File: config.mk
export PLATFORM = sky130hd
export DESIGN_NAME = ip_fetch_buffer
export DESIGN_NICKNAME = d
export VERILOG_FILES = /design/src/rtl/ip_fetch_buffer.sv
export SDC_FILE = /design/constraint.sdc
export NUM_CORES = 1
export LEC_CHECK = 0
export CAP_MARGIN = 20
export CORE_ASPECT_RATIO = 1.25
export CORE_UTILIZATION = 50
export DETAILED_ROUTE_END_ITERATION = 16
export GPL_ROUTABILITY_DRIVEN = 1
export HOLD_SLACK_MARGIN = 0.06
export PLACE_DENSITY = 0.81
export SKIP_CTS_REPAIR_TIMING = 1
export SLEW_MARGIN = 10
export SYNTH_ARGS = -nofsm -noshare
export SYNTH_HDL_FRONTEND = slang
export SYNTH_SLANG_ARGS = --single-unit
export TNS_END_PERCENT = 5
File: constraint.sdc
create_clock -name clock -period 25.3 [get_ports clock]
set_clock_uncertainty 0.05 [all_clocks]
set_input_delay 2.53 -clock clock [delete_from_list [all_inputs] [get_ports clock]]
set_output_delay 2.53 -clock clock [all_outputs]
set_load 0.005 [all_outputs]
File: src/rtl/ip_fetch_buffer.sv
// Circular instruction fetch buffer: compacts masked fetch groups in, presents up to WAYS head entries out.
// Pushes are visible one cycle later; fill_ready drops unless a whole group fits (no same-cycle pop credit).
module ip_fetch_buffer #(
    parameter int XLEN  = 32,
    parameter int WAYS  = 2,
    parameter int DEPTH = 8
) (
    input  logic                          clock,
    input  logic                          reset,
    input  logic                          fill_valid,
    output logic                          fill_ready,
    input  logic [XLEN-1:0]               fill_address,
    input  logic [WAYS*32-1:0]            fill_data,
    input  logic [WAYS-1:0]               fill_mask,
    input  logic                          flush,
    output logic [WAYS-1:0]               out_valid,
    output logic [WAYS*32-1:0]            out_instr,
    output logic [WAYS*XLEN-1:0]          out_address,
    input  logic [$clog2(WAYS+1)-1:0]     out_accept,
    output logic [$clog2(DEPTH+1)-1:0]    count
);

    localparam int AW = $clog2(DEPTH);
    localparam int CW = $clog2(DEPTH+1);

    logic [31:0]     mem_instr [DEPTH];
    logic [XLEN-1:0] mem_addr  [DEPTH];

    logic [AW-1:0] head;
    logic [AW-1:0] tail;
    logic [AW-1:0] slot_idx [WAYS];
    logic [CW-1:0] push_n;
    logic [CW-1:0] valid_n;
    logic [CW-1:0] pop_n;
    logic          do_push;

    assign fill_ready = ((CW'(DEPTH) - count) >= CW'(WAYS)) && !flush;
    assign do_push    = fill_valid && fill_ready;

    // Each set slot lands at tail plus the number of set slots below it.
    always_comb begin
        push_n = '0;
        for (int i = 0; i < WAYS; i++) begin
            slot_idx[i] = tail + AW'(push_n);
            if (fill_mask[i]) begin
                push_n = push_n + CW'(1);
            end
        end
        valid_n = (count > CW'(WAYS)) ? CW'(WAYS) : count;
        pop_n   = (CW'(out_accept) > valid_n) ? valid_n : CW'(out_accept);
    end

    always_ff @(posedge clock or negedge reset) begin
        if (!reset) begin
            head  <= '0;
            tail  <= '0;
            count <= '0;
        end else if (flush) begin
            head  <= '0;
            tail  <= '0;
            count <= '0;
        end else begin
            if (do_push) begin
                tail <= tail + AW'(push_n);
            end
            head  <= head + AW'(pop_n);
            count <= count + (do_push ? push_n : CW'(0)) - pop_n;
        end
    end

    // Storage is not reset; occupancy alone decides what is meaningful.
    always_ff @(posedge clock) begin
        if (reset && do_push) begin
            for (int i = 0; i < WAYS; i++) begin
                if (fill_mask[i]) begin
                    mem_instr[slot_idx[i]] <= fill_data[32*i +: 32];
                    mem_addr[slot_idx[i]]  <= fill_address + XLEN'(4*i);
                end
            end
        end
    end

    always_comb begin
        for (int i = 0; i < WAYS; i++) begin
            out_valid[i]               = count > CW'(i);
            out_instr[32*i +: 32]      = mem_instr[head + AW'(i)];
            out_address[XLEN*i +: XLEN] = mem_addr[head + AW'(i)];
        end
    end

endmodule

Word-level counts from Yosys, hierarchy flattened
Memories as Yosys holds them, arrays and structs flattened.
Cells that the tools add are included.

operators by class
  $add $sub $neg = 9
  multiply operators = 0
  div/mod/pow operators = 0
  $lt $le $gt $ge = 5
  eq/ne operators = 0
  shift-type cells = 0
  multiplexer cells = 15
  bitwise logic cells = 0
  reduce and logical (&&, ||, !) cells = 5

operators by type and width
  cell                     number
  $add A32 B3 Y32 const B  1
  $mux W4                  5
  $add A3 B3 Y3            3
  $mux W3                  3
  $gt A4 B1 Y1 const B     2
  $mux W1                  7
  $add A4 B1 Y4 const B    1
  $add A4 B4 Y4            1
  $ge A4 B2 Y1 const B     1
  $gt A2 B4 Y1             1
  $gt A4 B2 Y1 const B     1
  $sub A4 B4 Y4            1
  $sub A4 B4 Y4 const A    1
  $add A3 B1 Y3 const B    1
  $logic_and A1 B1 Y1      3
  $reduce_bool A2 Y1       1
  $logic_not A1 Y1         1

word-level totals
  flip-flop bits (word level) = 10
  bits in latches = 0
  RAM bits = 512
  memory bits (read-only) = 0
  bits of input ports = 104
  logic and storage cells = 39
  memories = 2

memory list
  name       depth  bits a word  rd ports  clocked after memory_dff  write ports  line  text
  mem_addr   8      32           2         0                         2            27    logic [XLEN-1:0] mem_addr [DEPTH];
  mem_instr  8      32           2         0                         2            26    logic [31:0] mem_instr [DEPTH];

Depth between registers and ports, before layout
  word-level depth = 8
  mapped depth = 16

Worst setup path before layout
Ideal clock, no wire load.

  kind = input to register
  start point = input fill_mask[0]
  end point = memory mem_addr[0][0], enable pin
  library setup time = 0.661 ns
  data arrival time = 9.306 ns
  data required time = 24.589 ns
  slack = 15.283 ns
  stages = 4
  path through = nand2_1 a21oi_1 nand2b_1 o41ai_1

RTL lines
  item             line  text
  start, declared  14    input logic [WAYS-1:0] fill_mask,
  end, declared    27

Worst setup path in the final report
  start point = register head[1]
  end point = output out_instr[26]

between the ends
  word-level cells in the longest chain between the ends = 1

ends and longest elaborated chain
  item                    line  text
  start, declared         29    logic [AW-1:0] head;
  start signal, assigned  66    head <= head + AW'(pop_n);
  $mem_v2 Z8 W32          n/a
  end, declared           17    output logic [WAYS*32-1:0] out_instr,

Every way passes these cells.

==> reports/metrics.yaml <==
drive_gt1_share_pct: 19.9
utilization_pct: 57.6
clk-insertion-delay-late_ns: 0.61
synth_compound_area_share_pct: 1.05
rows: 102
switching_share_pct: 32.1
routed_via_density: 6.30
cts_buffers: 50
cts.sinks: 522
path_cells: "buf_4 -> buf_4 -> mux4_2 -> mux2_2 -> clkdlybuf4s50_1"
area_growth_pct: 14.0
cts_tree: "built"
p_switching_uw: 1050
drtIter0Drc: 2757
p_leak_uw: 0.0125
yosysSeqAreaShare_pct: 50.1
setup_viol: 0
status: "completed"
cts_max_path_buffers: 3
total_power_uw: 3270
hold_class: "reg -> reg"
coreArea_sq_um: 61800
final_cell_mix: "nand2_1 (885), edfxtp_1 (512), mux4_2 (256)"
path_clk_slew_ns: 0.06
yosys_warnings: 0
syn_inst: 2604
worst_pin_slew_ns: 1.10
drv_cap: 0
grt_start_max_net_pins: 149
cp-end-kind: "primary output"
synth_cell_types: 47
synth_top_family_by_area: "multiplexers"
detail-route-antenna-nets: 0
hpwlAfterDp_um: 56000
die_area_sq_um: 63400
place_inst: 3455
critPathKind: "reg -> out"
power.density_nw_per_um2: 91.9
wl_um: 93400
grt_remaining_overflow: 0
grt_pass1_wl_um: 138000
root_buffer: "clkbuf_16"
fin_crit_ns: 6.97
nNetsFinal: 2802
vias: 22360
timing.final.crit_share_pct: 27.5
p_comb_share_pct: 45.5
antenna_found_initial: 20
drcViolationCount: 0
syn_avg_cell_area_sq_um: 12.0
synth.area.mux_share_pct: 23.2
syn_area_sq_um: 31200
cts.htree.levels: 2
setup_tns_ns: 0
final-hold-violation-count: 0
ir_drop_v: 0.0000598
synth-adder-area-share_pct: 0.978
path_max_fanout: 41
layout_commonest_cell: "nand2_1"
slowest_stage: "buf_4"
synth_fp_nets: 2730
fp.dieW_um: 225
crit_required_ns: 22.72
die_y_um: 281
grt_pass1_vias: 22940
finalMaxSlewViolations: 0
pwr-share-seq_pct: 31.6
startpoint_type: "flip-flop"
num-fill-cells: 4759
dr.pass1.iters: 7
ys_ff_latch: 522
slowest_delay_ns: 0.84
grt.total_usage_pct: 29.5
clock_power_share_pct: 22.9
numPortBuffers: 238
initial_core_util_pct: 50.5
synth-xor-area-share_pct: 6.37
grt_setup_unrepaired: "false"
internal_power_uw: 2220
path_common_cell: "buf_4"
layout.cells.non_filler: 3549
slew_headroom_pct: 26.4
crit_arrival_ns: 4.39
ios: 239
wl_per_cell_um: 26.3
synth-simple-area-share_pct: 14.3
gp_congestion: 0.821
fmax_mhz: 143
==> stage by stage <==
| stage | area, sq um | hold WS (ns) | setup slack, ns |
|---|---|---|---|
| floorplan | 31200 | 0.507 | 15.28 |
| global placement | 34000 | 0.538 | 18.70 |
| detailed placement | 34000 | 0.571 | 18.68 |
| CTS | 35500 | 0.586 | 18.19 |
| global route | 35600 | 0.659 | 18.06 |
| finish | 35600 | 0.585 | 18.33 |
==> power by group through the flow <==
stage | combinational [uW] | sequential [uW] | clock, uW
global route | 1570 | 1040 | 779
floorplan | 883 | 1020 | 0
detailed placement | 1470 | 1050 | 0
global placement | 1460 | 1050 | 0
CTS | 1490 | 1040 | 754
finish | 1490 | 1030 | 749
==> critical path, delay by kind of cell (launching register included) <==
family	cells	cell delay (ns)
muxes	2	0.92
DFF	1	0.83
buffers and inverters	3	2.00
==> layout make-up <==
cell class	instances	area [sq um]	area share, %
antenna	7	17.5	0.0492
clock buffer	59	1310	3.67
clock inverter	27	270	0.760
inverter	11	41.3	0.116
multi-input combinational	1810	14500	40.9
sequential	522	15600	44.0
tap	832	1040	2.93
timing repair buffer	281	2730	7.66
==> sequential cells by signal, summed over array words and instances, names as in the netlist <==
signal	flops
count	4
mem_addr	256
mem_instr	256
tail	3
head	3
==> cells by family after synthesis <==
group / Yosys count
adder cells (fa/ha/maj): 22
AO/OA/AOI/OAI: 55
flip-flops: 522
XOR/XNOR: 227
multiplexers: 386
AND/OR/NAND/NOR: 1120
buffers and inverters: 272
==> Yosys cell counts (all sizes together) <==
master / instances / share of area [%]
mux4: 256 / 18
nor3: 21 / 0.38
o211ai: 1 / 0.024
o21ai: 24 / 0.38
o31ai: 2 / 0.048
nand2b: 2 / 0.040
o2111ai: 1 / 0.028
nand2: 885 / 11
o21a: 1 / 0.024
o41ai: 2 / 0.056
buf: 136 / 2.5
a21o: 9 / 0.22
nor2b: 8 / 0.16
ha: 18 / 0.72
and2: 2 / 0.040
mux2: 128 / 4.6
xor2: 156 / 4.4
dfrtp: 10 / 0.80
clkinv: 1 / 0.012
nand4: 10 / 0.24
a21oi: 12 / 0.19
and3: 8 / 0.16
o22a: 1 / 0.028
and4b: 1 / 0.032
nand3: 23 / 0.38
a22o: 1 / 0.028
inv: 10 / 0.12
fa: 4 / 0.26
nor2: 144 / 1.7
edfxtp: 512 / 49
xnor2: 71 / 2.0
clkbuf: 125 / 1.5
mux2i: 2 / 0.064
o22ai: 1 / 0.020
nand4b: 1 / 0.048
or3: 2 / 0.040
and4: 3 / 0.084
nor4: 10 / 0.27
==> per-layer routing <==
metal | global-route usage [%] | wire [um] | up-vias
li1 | - | - | 9375
met1 | 35.0 | 31600 | 11042
met4 | 15.9 | 5270 | 26
met3 | 6.65 | 10500 | 368
met5 | 0 | 166 | -
met2 | 50.1 | 45900 | 1549
==> path summary, 6_finish.rpt <==
kind / from / end / slack (ns) / depth (start not counted)
worst max-delay path: head[1] / out_instr[26] / 18.33 / 5
worst min-delay path: tail[0] / tail[0] / 0.58 / 2
worst max register to register: count[0] / count[3] / 21.42 / 14
worst min register to register: tail[0] / tail[0] / 0.58 / 2
max in group asynchronous: reset / head[0] / 22.50 / 1
min in group asynchronous: reset / tail[1] / 2.25 / 1
Note: power is estimated with default switching activity, not from simulation.
